File: src/rtl/rhs_stim_pkg.sv
`default_nettype none
// ============================================================================
// Module  : rhs_stim_pkg
// Brief   : Shared types, field widths and defaults for the stim sequencer.
// Revision: 1.0 - initial release
// ============================================================================
package rhs_stim_pkg;

    localparam int DEF_TICK_CYCLES = 2800;
    localparam int PW_W            = 8;
    localparam int DLY_W           = 16;
    localparam int NUM_W           = 8;
    localparam int CH_W            = 5;
    localparam int OP_W            = 2;

    typedef enum logic [2:0] {
        ST_IDLE    = 3'd0,
        ST_CMD_P1  = 3'd1,
        ST_PH1     = 3'd2,
        ST_CMD_P2  = 3'd3,
        ST_PH2     = 3'd4,
        ST_CMD_OFF = 3'd5,
        ST_DELAY   = 3'd6,
        ST_FINISH  = 3'd7
    } state_e;

    typedef enum logic [OP_W-1:0] {
        OP_OFF = 2'd0,
        OP_POS = 2'd1,
        OP_NEG = 2'd2
    } cmd_op_e;

    // A zero phase width behaves as a single unit.
    function automatic logic [PW_W-1:0] eff_width(input logic [PW_W-1:0] w);
        return (w == '0) ? PW_W'(1) : w;
    endfunction

endpackage
`default_nettype wire

File: src/rtl/rhs_tick_gen.sv
`default_nettype none
// ============================================================================
// Module  : rhs_tick_gen
// Brief   : Restartable divider; one-cycle tick every TICK_CYCLES enabled cycles.
// Revision: 1.0 - initial release
// ============================================================================
module rhs_tick_gen
    import rhs_stim_pkg::*;
#(
    parameter int TICK_CYCLES = DEF_TICK_CYCLES
) (
    input  logic aclk,
    input  logic aresetn,
    input  logic clear,
    input  logic enable,
    output logic tick
);

    localparam int CW = (TICK_CYCLES > 1) ? $clog2(TICK_CYCLES) : 1;
    localparam logic [CW-1:0] LAST = CW'(TICK_CYCLES - 1);

    logic [CW-1:0] cnt_q, cnt_d;

    // Tick is kept independent of clear so the caller may derive clear from it.
    assign tick = enable && (cnt_q == LAST);

    always_comb begin
        cnt_d = cnt_q;
        if (clear) begin
            cnt_d = '0;
        end else if (enable) begin
            cnt_d = tick ? '0 : cnt_q + 1'b1;
        end
    end

    always_ff @(posedge aclk or negedge aresetn) begin
        if (!aresetn) begin
            cnt_q <= '0;
        end else begin
            cnt_q <= cnt_d;
        end
    end

endmodule
`default_nettype wire

File: src/rtl/rhs_stim_sequencer.sv
`default_nettype none
// ============================================================================
// Module  : rhs_stim_sequencer
// Brief   : Biphasic stim-train sequencer issuing POS/NEG/OFF commands to an
//           SPI engine. Define RHS_STIM_INFINITE_EN to honour cfg_infinite.
// Revision: 1.0 - initial release
// ============================================================================
module rhs_stim_sequencer
    import rhs_stim_pkg::*;
#(
    parameter int TICK_CYCLES = DEF_TICK_CYCLES
) (
    input  logic             aclk,
    input  logic             aresetn,
    input  logic             start,
    input  logic             abort,
    input  logic [PW_W-1:0]  cfg_pulse_width,
    input  logic [DLY_W-1:0] cfg_ipulse_delay,
    input  logic [NUM_W-1:0] cfg_num_pulse,
    input  logic             cfg_infinite,
    input  logic [CH_W-1:0]  cfg_ch_pos,
    input  logic [CH_W-1:0]  cfg_ch_neg,
    input  logic             cfg_monopolar,
    output logic             cmd_valid,
    output logic [OP_W-1:0]  cmd_op,
    output logic [CH_W-1:0]  cmd_ch,
    input  logic             cmd_ready,
    output logic             busy,
    output logic             done,
    output logic [NUM_W-1:0] pulse_cnt
);

`ifdef RHS_STIM_INFINITE_EN
    localparam logic INF_EN = 1'b1;
`else
    localparam logic INF_EN = 1'b0;
`endif

    state_e             state_q, state_d;
    logic               start_q, start_d;
    logic [PW_W-1:0]    pw_q, pw_d;
    logic [DLY_W-1:0]   dly_q, dly_d;
    logic [NUM_W-1:0]   num_q, num_d;
    logic               inf_q, inf_d;
    logic [CH_W-1:0]    pos_q, pos_d;
    logic [CH_W-1:0]    neg_q, neg_d;
    logic               mono_q, mono_d;
    logic [NUM_W-1:0]   pcnt_q, pcnt_d;
    logic               done_q, done_d;
    logic               abort_q, abort_d;
    logic [DLY_W-1:0]   unit_q, unit_d;

    logic               start_edge, hs, abort_any, more, timed, tick, unit_done;
    logic [DLY_W-1:0]   target;

    assign start_edge = start && !start_q;
    assign hs         = cmd_valid && cmd_ready;
    assign abort_any  = abort || abort_q;
    assign more       = (pcnt_q < num_q) || inf_q;
    assign timed      = (state_q == ST_PH1) || (state_q == ST_PH2) || (state_q == ST_DELAY);
    assign target     = (state_q == ST_DELAY) ? dly_q : {{(DLY_W-PW_W){1'b0}}, eff_width(pw_q)};
    assign unit_done  = tick && (unit_q == target - 1'b1);

    // Divider restarts on every state change so each timed state starts aligned.
    rhs_tick_gen #(
        .TICK_CYCLES (TICK_CYCLES)
    ) u_tick (
        .aclk    (aclk),
        .aresetn (aresetn),
        .clear   (state_d != state_q),
        .enable  (timed),
        .tick    (tick)
    );

    always_ff @(posedge aclk or negedge aresetn) begin
        if (!aresetn) begin
            state_q <= ST_IDLE;
        end else begin
            state_q <= state_d;
        end
    end

    always_comb begin
        state_d = state_q;
        case (state_q)
            ST_IDLE:    if (start_edge) state_d = ST_CMD_P1;
            ST_CMD_P1:  if (hs) state_d = abort_any ? ST_CMD_OFF : ST_PH1;
            ST_PH1: begin
                if (abort)          state_d = ST_CMD_OFF;
                else if (unit_done) state_d = ST_CMD_P2;
            end
            ST_CMD_P2:  if (hs) state_d = abort_any ? ST_CMD_OFF : ST_PH2;
            ST_PH2:     if (abort || unit_done) state_d = ST_CMD_OFF;
            ST_CMD_OFF: begin
                if (hs) begin
                    if (abort_any || !more) state_d = ST_FINISH;
                    else if (dly_q == '0)   state_d = ST_CMD_P1;
                    else                    state_d = ST_DELAY;
                end
            end
            ST_DELAY: begin
                if (abort)          state_d = ST_FINISH;
                else if (unit_done) state_d = ST_CMD_P1;
            end
            ST_FINISH:  state_d = ST_IDLE;
            default:    state_d = ST_IDLE;
        endcase
    end

    always_comb begin
        cmd_valid = 1'b0;
        cmd_op    = OP_OFF;
        cmd_ch    = '0;
        case (state_q)
            ST_CMD_P1: begin
                cmd_valid = 1'b1;
                cmd_op    = OP_POS;
                cmd_ch    = pos_q;
            end
            ST_CMD_P2: begin
                cmd_valid = 1'b1;
                cmd_op    = OP_NEG;
                cmd_ch    = mono_q ? pos_q : neg_q;
            end
            ST_CMD_OFF: begin
                cmd_valid = 1'b1;
                cmd_op    = OP_OFF;
                cmd_ch    = pos_q;
            end
            default: ;
        endcase
        busy      = (state_q != ST_IDLE);
        done      = done_q;
        pulse_cnt = pcnt_q;
    end

    always_comb begin
        start_d = start;
        pw_d    = pw_q;
        dly_d   = dly_q;
        num_d   = num_q;
        inf_d   = inf_q;
        pos_d   = pos_q;
        neg_d   = neg_q;
        mono_d  = mono_q;
        pcnt_d  = pcnt_q;
        done_d  = done_q;
        abort_d = abort_q;
        unit_d  = unit_q;

        if (state_d != state_q) unit_d = '0;
        else if (tick)          unit_d = unit_q + 1'b1;

        if (state_q == ST_IDLE) begin
            if (start_edge) begin
                pw_d    = cfg_pulse_width;
                dly_d   = cfg_ipulse_delay;
                num_d   = cfg_num_pulse;
                inf_d   = cfg_infinite && INF_EN;
                pos_d   = cfg_ch_pos;
                neg_d   = cfg_ch_neg;
                mono_d  = cfg_monopolar;
                pcnt_d  = '0;
                done_d  = 1'b0;
                abort_d = 1'b0;
            end
        end else if (state_q != ST_FINISH && abort) begin
            abort_d = 1'b1;
        end

        if (state_q == ST_CMD_OFF && hs && pcnt_q != '1) pcnt_d = pcnt_q + 1'b1;
        if (state_d == ST_FINISH) done_d = 1'b1;
    end

    always_ff @(posedge aclk or negedge aresetn) begin
        if (!aresetn) begin
            start_q <= 1'b0;
            pw_q    <= '0;
            dly_q   <= '0;
            num_q   <= '0;
            inf_q   <= 1'b0;
            pos_q   <= '0;
            neg_q   <= '0;
            mono_q  <= 1'b0;
            pcnt_q  <= '0;
            done_q  <= 1'b0;
            abort_q <= 1'b0;
            unit_q  <= '0;
        end else begin
            start_q <= start_d;
            pw_q    <= pw_d;
            dly_q   <= dly_d;
            num_q   <= num_d;
            inf_q   <= inf_d;
            pos_q   <= pos_d;
            neg_q   <= neg_d;
            mono_q  <= mono_d;
            pcnt_q  <= pcnt_d;
            done_q  <= done_d;
            abort_q <= abort_d;
            unit_q  <= unit_d;
        end
    end

endmodule
`default_nettype wire

File: config.mk
export PLATFORM = sky130hd
export DESIGN_NAME = rhs_stim_sequencer
export DESIGN_NICKNAME = d
export VERILOG_FILES = /design/src/rtl/rhs_stim_pkg.sv /design/src/rtl/rhs_tick_gen.sv /design/src/rtl/rhs_stim_sequencer.sv
export SDC_FILE = /design/constraint.sdc
export NUM_CORES = 1
export LEC_CHECK = 0
export CORE_AREA = 4 4 122 124
export DETAILED_ROUTE_END_ITERATION = 6
export DIE_AREA = 0 0 126 128
export SLEW_MARGIN = 10
export SYNTH_ARGS = -nofsm -noshare
export SYNTH_HDL_FRONTEND = slang
export SYNTH_SLANG_ARGS = --single-unit
File: constraint.sdc
create_clock -name aclk -period 9.75 [get_ports aclk]
set_clock_uncertainty 0.05 [all_clocks]
set_input_delay 1.95 -clock aclk [delete_from_list [all_inputs] [get_ports aclk]]
set_output_delay 1.95 -clock aclk [all_outputs]
set_load 0.005 [all_outputs]
==> results.py, run 1 <==
metrics = {
    "status": {
        "status": "completed",
    },
    "clocking": {
        "clkLatencyLatePin_ns": 0.35,
        "root_buffer": "clkbuf_16",
        "htree_levels": 3,
        "path_clk_slew_ns": 0.07,
        "cts_made_buffers": 9,
        "tritoncts": "yes",
        "cts_sinks": 85,
        "cts-resized-gates": 0,
        "ctsLongestPathBuffers": 2,
        "ctsHoldBuffers": 0,
        "post_cts_buffers": 0,
    },
    "floorplan": {
        "start_util_pct": 39.6,
        "dieHeight_um": 128,
        "die_w_um": 126,
        "rows": 43,
        "core-area_um2": 13800,
        "ios": 67,
        "dieArea_um2": 16100,
    },
    "pwr": {
        "p_leak_nw": 2.73,
        "intPower_mw": 0.976,
        "vdd_ir_drop_max_mv": 0.138,
        "p_sw_mw": 0.720,
        "p_sw_share_pct": 42.5,
        "p_comb_share_pct": 42.4,
        "seqPwrFrac_pct": 37.1,
        "pwr_density_cell_nw_per_um2": 263,
        "clockPowerShare_pct": 20.6,
    },
    "timing": {
        "slew_viol_final": 0,
        "worst_pin_slew_ns": 0.973,
        "rsz0062_at_grt": "false",
        "setup_viol": 0,
        "min_period_ns": 4.97,
        "hold_viol": 0,
        "clock.fmax_mhz": 201,
        "relSlewSlack_pct": 34.9,
        "tns_ns": 0,
        "fin_crit_sh_pct": 51.0,
    },
    "setup_path": {
        "path_buf_inv": 0,
        "r2r_start": "state_q[1]",
        "critical_path.max_fanout": 22,
        "crit_arrival_ns": 5.11,
        "end_kind": "register",
        "crit_chain": "nand3b_1 -> o22ai_1 -> ha_1 -> or3b_1 -> a221oi_1 -> o211ai_1 -> o21ai_0 -> nand4_1 -> o41ai_4 -> nor3b_1",
        "startpoint_type": "register",
        "cp_slowest_cell": "o41ai_4",
        "worstReg2RegEnd": "unit_q[1]",
        "reg2reg_depth": 10,
        "worstPathRequired_ns": 9.88,
        "crit_family": "compound AO/OA/AOI/OAI gates",
        "reg2reg_setup_slack_ns": 4.78,
        "max_stage_delay_ns": 0.96,
        "path_class": "reg2reg",
    },
    "route": {
        "ant_nets": 0,
        "routedWlPerCell_um": 15.7,
        "dr.pass1.iters": 5,
        "routed_via_density": 5.46,
        "wl_mm": 13.9,
        "drc": 0,
        "drtIter0Drc": 324,
        "num_vias": 4835,
    },
    "worst_hold_path": {
        "worstHoldStart": "neg_q[0]",
        "hp-class": "reg2reg",
        "holdPathEnd": "neg_q[0]",
        "hold_path_depth": 2,
    },
    "placed_design": {
        "dp.cells": 870,
        "io_buffers": 65,
        "gp_routability_congestion": 0.870,
        "dp_hpwl_mm": 10.1,
    },
    "synth": {
        "synth_cell_type_count": 65,
        "ys_ff_latch": 85,
        "synthArstFlopShare_pct": 100,
        "ys.flop_type": "dfrtp_1",
        "avgSynthCellArea_um2": 8.18,
        "syn-num-nets": 727,
        "syn_inst": 667,
        "synthesis.area_um2": 5460,
        "ys_warn_count": 0,
        "synth_edf_count": 0,
        "yosysSeqAreaShare_pct": 39.0,
    },
    "global_route": {
        "grt_pass1_vias": 4772,
        "gr-total-overflow": 0,
        "grt_max_degree": 61,
        "grt_util_all_layers_pct": 17.8,
        "grt_pass1_wl_mm": 23.6,
        "antenna_found_initial": 0,
    },
    "cells_and_area": {
        "antenna_cells": 0,
        "finalNetCount": 761,
        "final_cells": 886,
        "final_cell_mix": "nand2_1 (141), dfrtp_1 (85), clkdlybuf4s50_1 (64)",
        "final_common_cell": "nand2_1",
        "area_growth_pct": 18.2,
        "layout-drive-gt1-share_pct": 5.81,
    },
    "run": {
        "cap_viol_max_count": 0,
    },
}
kinds of logic after synthesis:
logic type | Yosys count | share of synthesized area [%]
fa+ha+maj | 11 | 2.52
flops | 85 | 39.0
compound gates | 125 | 15.4
simple gates | 330 | 29.5
buf+inv | 66 | 5.29
mux | 10 | 1.86
xor+xnor | 40 | 6.42
sequential cells by signal (all words and copies together), names as in the netlist, 3 cells and up:
signal        count
state_q           3
pos_q             5
num_q             8
u_tick.cnt_q     12
neg_q             5
unit_q           16
pw_q              8
pulse_cnt         8
dly_q            16
metrics by stage:
stage | power [mW] | utilization [%] | instance area, um^2 | hold WS, ns | worst slack [ns]
4_1_cts | 1.71 | 46.9 | 6450 | 0.432 | 4.75
5_1_grt | 1.83 | 46.9 | 6450 | 0.473 | 4.39
2_1_floorplan | 1.14 | - | 5460 | 0.388 | 6.11
3_3_place_gp | 1.33 | 44.7 | 6150 | 0.413 | 4.90
6_report | 1.70 | 46.9 | 6450 | 0.431 | 4.78
3_5_place_dp | 1.35 | 44.7 | 6150 | 0.416 | 4.79
cells in the mapped netlist, drive strengths merged (2+ instances only):
cell type	count	area, um^2
a22oi	7	52.6
xnor2	23	201
or4	5	52.6
nand2b	8	50.1
nand3b	5	37.5
o32ai	3	26.3
and3	18	113
nand3	20	100
xor2	17	149
clkbuf	33	124
buf	13	90.1
o22ai	7	43.8
o31ai	5	37.5
a221oi	2	17.5
dfrtp	85	2130
o221a	2	22.5
nor4	12	90.1
or3	2	12.5
mux2i	9	90.1
o21ai	43	215
and2	9	56.3
a21o	2	15.0
o211ai	4	30.0
or3b	3	26.3
o221ai	2	17.5
or2	2	12.5
a21oi	18	90.1
nor3	25	135
nand2	141	529
nor2b	13	81.3
nand4	11	68.8
a31oi	2	12.5
inv	20	75.1
ha	11	138
a211oi	8	60.1
o2111ai	2	17.5
nor2	48	185
nor3b	6	45.0
power by group through the flow:
stage,clock network [mW],registers (mW),logic (mW)
floorplan,0,0.528,0.608
global placement,0,0.626,0.702
detailed placement,0,0.634,0.715
CTS,0.357,0.627,0.721
global route,0.374,0.653,0.806
finish,0.349,0.629,0.719
worst reg2reg max path, delay by kind of cell, from the launching register on:
kind | cells | cell delay, ns
AOI/OAI and AO/OA | 5 | 2.08
adders and majority gates | 1 | 0.40
DFF | 1 | 0.75
and+or+nand+nor | 4 | 1.54
cell type report:
type                       instances  area (um^2)
sequential                        85         2130
clock buffer                      10          229
timing repair buffer              69          678
clock inverter                     6         71.3
fill                            1385         7320
multi-input combinational        516         3050
inverter                          20         75.1
tap                              180          225
worst max path at each step:
stage | from | slack [ns] | cells past startpoint | endpoint
2_1_floorplan | abort | 6.11 | 9 | u_tick.cnt_q[11]
3_3_place_gp | state_q[1] | 4.90 | 10 | unit_q[1]
3_5_place_dp | state_q[1] | 4.79 | 10 | unit_q[1]
4_1_cts | state_q[1] | 4.75 | 10 | unit_q[1]
5_1_grt | state_q[1] | 4.39 | 10 | unit_q[4]
6_report | state_q[1] | 4.78 | 10 | unit_q[1]
routing by layer:
layer	vias up	wire length [um]	global-route usage, %
met1	2304	6730	25.0
met2	125	6260	27.5
met5	-	0	0
met4	0	214	6.37
met3	15	734	3.21
li1	2391	-	-
(Power assumes the default switching activity.)
==> run 2: changes to the inputs <==
==> constraint.sdc (replaced) <==
create_clock -name aclk -period 4.51 [get_ports aclk]
set_clock_uncertainty 0.05 [all_clocks]
set_input_delay 0.902 -clock aclk [delete_from_list [all_inputs] [get_ports aclk]]
set_output_delay 0.902 -clock aclk [all_outputs]
set_load 0.005 [all_outputs]
==> run 2 against run 1 <==
Sequential cell count unchanged. Design area rose by 0.35%. Sequential power increased by 110%. Via count up 1.1%. Clock-buffer cell count did not move. Register-to-register slack lost 4.2 ns. Cell count up 0.56%. Combinational power rose by 130%. Core utilization rose by 0.16 points. Hold slack better by 0.017 ns. Setup slack lost 4.2 ns. Maximum frequency grew 27%. Critical path type unchanged. Critical endpoint unchanged.
==> results.py, run 2 (synthesis gave the netlist of run 1 again) <==
metrics = {
    "global_route": {
        "gr-total-overflow": 0,
        "antenna_found_initial": 0,
        "grt_pass1_wl_mm": 23.7,
        "grt_util_all_layers_pct": 17.8,
        "grt_pass1_vias": 4730,
        "grt_max_degree": 61,
    },
    "pwr": {
        "power_mw": 3.67,
        "vdd_ir_drop_max_mv": 0.248,
        "pwr_density_cell_nw_per_um2": 566,
        "p_leak_nw": 2.75,
    },
    "timing": {
        "worst_pin_slew_ns": 0.788,
        "holdWs_ns": 0.448,
        "hold_viol": 0,
        "setup_viol": 0,
        "min_period_ns": 3.91,
        "clock.fmax_mhz": 256,
        "slew_viol_final": 0,
        "fin_crit_sh_pct": 86.7,
        "layout_setup_ws_ns": 0.598,
        "rsz0062_at_grt": "false",
        "relSlewSlack_pct": 47.5,
        "tns_ns": 0,
    },
    "status": {
        "status": "completed",
    },
    "setup_path": {
        "critical_path.max_fanout": 16,
        "path_buf_inv": 1,
        "crit_arrival_ns": 4.09,
        "max_stage_delay_ns": 0.71,
        "startpoint_type": "register",
        "cp_slowest_cell": "or4_1",
        "end_kind": "register",
        "crit_family": "simple AND/OR/NAND/NOR gates",
        "crit_chain": "or4_1 -> nor4_1 -> o22ai_1 -> ha_1 -> or3b_1 -> nor3_2 -> a2111oi_0 -> o2111ai_1 -> o41ai_4 -> buf_4 -> nor3b_1",
        "worstPathRequired_ns": 4.69,
        "path_class": "reg2reg",
    },
    "route": {
        "routed_via_density": 5.49,
        "drc": 0,
        "dr.pass1.iters": 5,
        "wl_mm": 14.1,
        "routedWlPerCell_um": 15.9,
        "ant_nets": 0,
        "drtIter0Drc": 335,
        "num_vias": 4889,
    },
    "placed_design": {
        "io_buffers": 65,
        "pre_cts_slack_ns": 0.615,
        "dp_hpwl_mm": 10.2,
        "gp_routability_congestion": 0.850,
        "post_dp_cell_area_um2": 6190,
    },
    "clocking": {
        "clkLatencyLatePin_ns": 0.35,
        "cts_sinks": 85,
        "post_cts_buffers": 0,
        "cts_made_buffers": 9,
        "cts-resized-gates": 0,
        "htree_levels": 3,
        "ctsLongestPathBuffers": 2,
        "tritoncts": "yes",
        "ctsHoldBuffers": 0,
        "root_buffer": "clkbuf_16",
        "path_clk_slew_ns": 0.07,
    },
    "floorplan": {
        "dieArea_um2": 16100,
        "dieHeight_um": 128,
        "ios": 67,
        "start_util_pct": 39.6,
        "die_w_um": 126,
        "core-area_um2": 13800,
        "rows": 43,
    },
    "cells_and_area": {
        "fill_cells": 1401,
        "final_cell_mix": "nand2_1 (141), dfrtp_1 (85), clkdlybuf4s50_1 (64)",
        "final_area_um2": 6480,
        "area_growth_pct": 18.6,
        "reg_top3": "dly_q: 16 flops, unit_q: 16 flops, u_tick.cnt_q: 12 flops",
        "finalNetCount": 766,
        "antenna_cells": 0,
        "final_common_cell": "nand2_1",
        "layout-drive-gt1-share_pct": 6.61,
    },
    "run": {
        "cap_viol_max_count": 0,
    },
    "worst_hold_path": {
        "hp-class": "reg2reg",
    },
}
## run 2: per-stage QoR
| step | std cells | utilization [%] |
|---|---|---|
| after global placement | 875 | 44.9 |
| final | 891 | 47.0 |
| after global routing | 891 | 47.0 |
| after detailed placement | 875 | 44.9 |
| after floorplan | 667 | - |
| after CTS | 891 | 47.0 |
## run 2: final cells by class
class / instances / area, um^2 / area share [%]
Sequential cell: 85 / 2130 / 32.8
Inverter: 20 / 75.1 / 1.16
Multi-Input combinational cell: 516 / 3050 / 47.1
Tap cell: 180 / 225 / 3.48
Clock inverter: 6 / 46.3 / 0.715
Clock buffer: 10 / 239 / 3.69
Timing Repair Buffer: 74 / 716 / 11.1
## run 2: power by group
part	internal [mW]	switching (mW)	leakage, nW
clock	0.391	0.322	0.135
combinational	0.718	0.931	1.52
sequential	0.988	0.315	1.09
total	2.10	1.57	2.75
## run 2: worst paths after layout
kind,start,endpoint,slack [ns],cells past startpoint
max,pw_q[3],unit_q[1],0.60,11
min,neg_q[2],neg_q[2],0.45,2
max reg2reg,pw_q[3],unit_q[1],0.60,11
min reg2reg,neg_q[2],neg_q[2],0.45,2
max in group asynchronous,aresetn,pos_q[4],2.96,2
min in group asynchronous,aresetn,u_tick.cnt_q[11],0.60,1
## run 2: routing by layer
| layer | GRT usage, % | vias up | routed length (um) |
|---|---|---|---|
| met4 | 6.62 | 0 | 252 |
| li1 | - | 2394 | - |
| met5 | 0 | - | 0 |
| met2 | 27.2 | 131 | 6410 |
| met3 | 3.17 | 19 | 708 |
| met1 | 25.3 | 2345 | 6760 |
## run 2: tightest hold or removal path: stages (launching register included)
cell     delay, ns
dfrtp_1       0.35
nand2_1       0.05
nand2_1       0.06
==> run 3: changes to the inputs <==
--- a/config.mk
+++ b/config.mk
@@ -8,6 +8,7 @@
 export CORE_AREA = 4 4 122 124
 export DETAILED_ROUTE_END_ITERATION = 6
 export DIE_AREA = 0 0 126 128
+export REMOVE_ABC_BUFFERS = 1
 export SLEW_MARGIN = 10
 export SYNTH_ARGS = -nofsm -noshare
 export SYNTH_HDL_FRONTEND = slang
==> run 3 against run 2 <==
Setup slack got worse by 0.066 ns. Design area about the same. Non-clock buffer count decreased by 2. Total power rose by 0.55%. Critical path depth decreased by 1. Cell count fell by 0.22%. Clock power rose by 6.5%. Critical endpoint is now state_q[2]. Core utilization barely moved. Via count shrank 1.0%. Highest routed layer unchanged. Routed wire length decreased by 2.9%.
==> results.py, run 3 (synthesis gave the netlist of run 1 again) <==
metrics = {
    "cells_and_area": {
        "reg_top3": "dly_q: 16 flops, unit_q: 16 flops, u_tick.cnt_q: 12 flops",
        "fill_cells": 1429,
        "seq_area_um2": 2130,
        "area_growth_pct": 18.6,
        "layout-drive-gt1-share_pct": 6.21,
        "antenna_cells": 0,
        "final_common_cell": "nand2_1",
        "finalNetCount": 764,
        "final_cells": 889,
        "multi_input_area_um2": 3050,
        "final_cell_mix": "nand2_1 (141), dfrtp_1 (85), clkdlybuf4s50_1 (64)",
        "final_area_um2": 6470,
    },
    "pwr": {
        "vdd_ir_drop_max_mv": 0.314,
        "pwr_density_cell_nw_per_um2": 569,
        "power_mw": 3.69,
        "p_leak_nw": 2.75,
    },
    "floorplan": {
        "core-area_um2": 13800,
        "die_w_um": 126,
        "dieHeight_um": 128,
        "ios": 67,
        "start_util_pct": 39.6,
        "rows": 43,
        "dieArea_um2": 16100,
    },
    "route": {
        "dr.pass1.iters": 5,
        "drc": 0,
        "num_vias": 4839,
        "wl_mm": 13.7,
        "ant_nets": 0,
        "routedWlPerCell_um": 15.4,
        "drtIter0Drc": 292,
        "routed_via_density": 5.44,
    },
    "worst_hold_path": {
        "hp-class": "reg2reg",
        "holdPathEnd": "num_q[0]",
        "hold_path_depth": 2,
        "worstHoldStart": "num_q[0]",
    },
    "run": {
        "cap_viol_max_count": 0,
    },
    "global_route": {
        "grt_pass1_vias": 4757,
        "grt_pass1_wl_mm": 23.2,
        "grt_util_all_layers_pct": 17.5,
        "gr-total-overflow": 0,
        "grt_max_degree": 60,
        "antenna_found_initial": 0,
    },
    "setup_path": {
        "path_class": "reg2reg",
        "end_kind": "register",
        "crit_arrival_ns": 4.14,
        "r2r_start": "pw_q[3]",
        "critical_path.max_fanout": 11,
        "startpoint_type": "register",
        "reg2reg_setup_slack_ns": 0.53,
        "worstPathRequired_ns": 4.68,
        "worstReg2RegEnd": "state_q[2]",
        "reg2reg_depth": 10,
    },
    "clocking": {
        "cts_made_buffers": 9,
        "htree_levels": 3,
        "ctsLongestPathBuffers": 2,
        "root_buffer": "clkbuf_16",
        "tritoncts": "yes",
        "post_cts_buffers": 0,
        "clkLatencyLatePin_ns": 0.35,
        "ctsHoldBuffers": 0,
        "cts_sinks": 85,
        "cts-resized-gates": 0,
        "path_clk_slew_ns": 0.07,
    },
    "timing": {
        "fin_crit_sh_pct": 88.2,
        "worst_pin_slew_ns": 0.761,
        "rsz0062_at_grt": "false",
        "setup_viol": 0,
        "hold_viol": 0,
        "relSlewSlack_pct": 49.2,
        "tns_ns": 0,
        "slew_viol_final": 0,
        "clock.fmax_mhz": 251,
        "min_period_ns": 3.98,
    },
    "placed_design": {
        "gp_routability_congestion": 0.900,
        "dp.cells": 873,
        "io_buffers": 65,
        "post_dp_cell_area_um2": 6180,
        "dp_hpwl_mm": 9.56,
    },
    "status": {
        "status": "completed",
    },
}
run 3: changes by cell type in the layout (fill, tap and decap cells not counted):
cell | before | now
clkbuf_1 | 0 | 1
inv_6 | 1 | 2
bufinv_16 | 0 | 1
clkinvlp_4 | 2 | 0
buf_4 | 10 | 8
clkbuf_8 | 1 | 0
run 3: metal layers:
metal  global-route usage [%]  share of wire, %
met5                        0                 0
met4                     4.42               1.1
met3                     5.88               6.1
met2                     27.6                46
met1                     23.2                47
run 3: worst max-delay path: stages, from the launching register on:
cell       delay [ns]
dfrtp_1          0.50
or4_1            0.72
nor4_1           0.28
o22ai_1          0.20
ha_1             0.35
or3b_1           0.32
nor3_2           0.06
a2111oi_0        0.37
o2111ai_1        0.27
nor4_1           0.58
o21ai_0          0.14
run 3: final cells by class:
class                           count  area share, %
Clock buffer                       10           3.54
Clock inverter                      6           1.08
Inverter                           20           1.16
Multi-Input combinational cell    516           47.1
Sequential cell                    85           32.9
Tap cell                          180           3.48
Timing Repair Buffer               72           10.8
run 3: power by group:
group / internal [mW] / switching (mW) / total, mW
Clock: 0.434 / 0.325 / 0.759
Sequential: 0.987 / 0.345 / 1.33
Combinational: 0.707 / 0.888 / 1.60
Total: 2.13 / 1.56 / 3.69
run 3: worst max path at each step:
stage / start / endpoint / slack, ns / cells past startpoint
final: pw_q[3] / state_q[2] / 0.53 / 10
after floorplan: state_q[0] / u_tick.cnt_q[11] / -0.54 / 6
after global routing: pw_q[3] / state_q[1] / 0.22 / 10
after global placement: pw_q[3] / state_q[2] / 0.71 / 10
after CTS: pw_q[3] / unit_q[1] / 0.59 / 11
after detailed placement: pw_q[3] / unit_q[1] / 0.62 / 11
run 3: metrics by stage:
stage	hold slack [ns]	worst slack [ns]	util, %
2_1_floorplan	0.388	-0.540	-
3_3_place_gp	0.402	0.710	44.8
3_5_place_dp	0.406	0.624	44.8
4_1_cts	0.423	0.591	47.0
5_1_grt	0.455	0.218	47.0
6_report	0.419	0.532	47.0
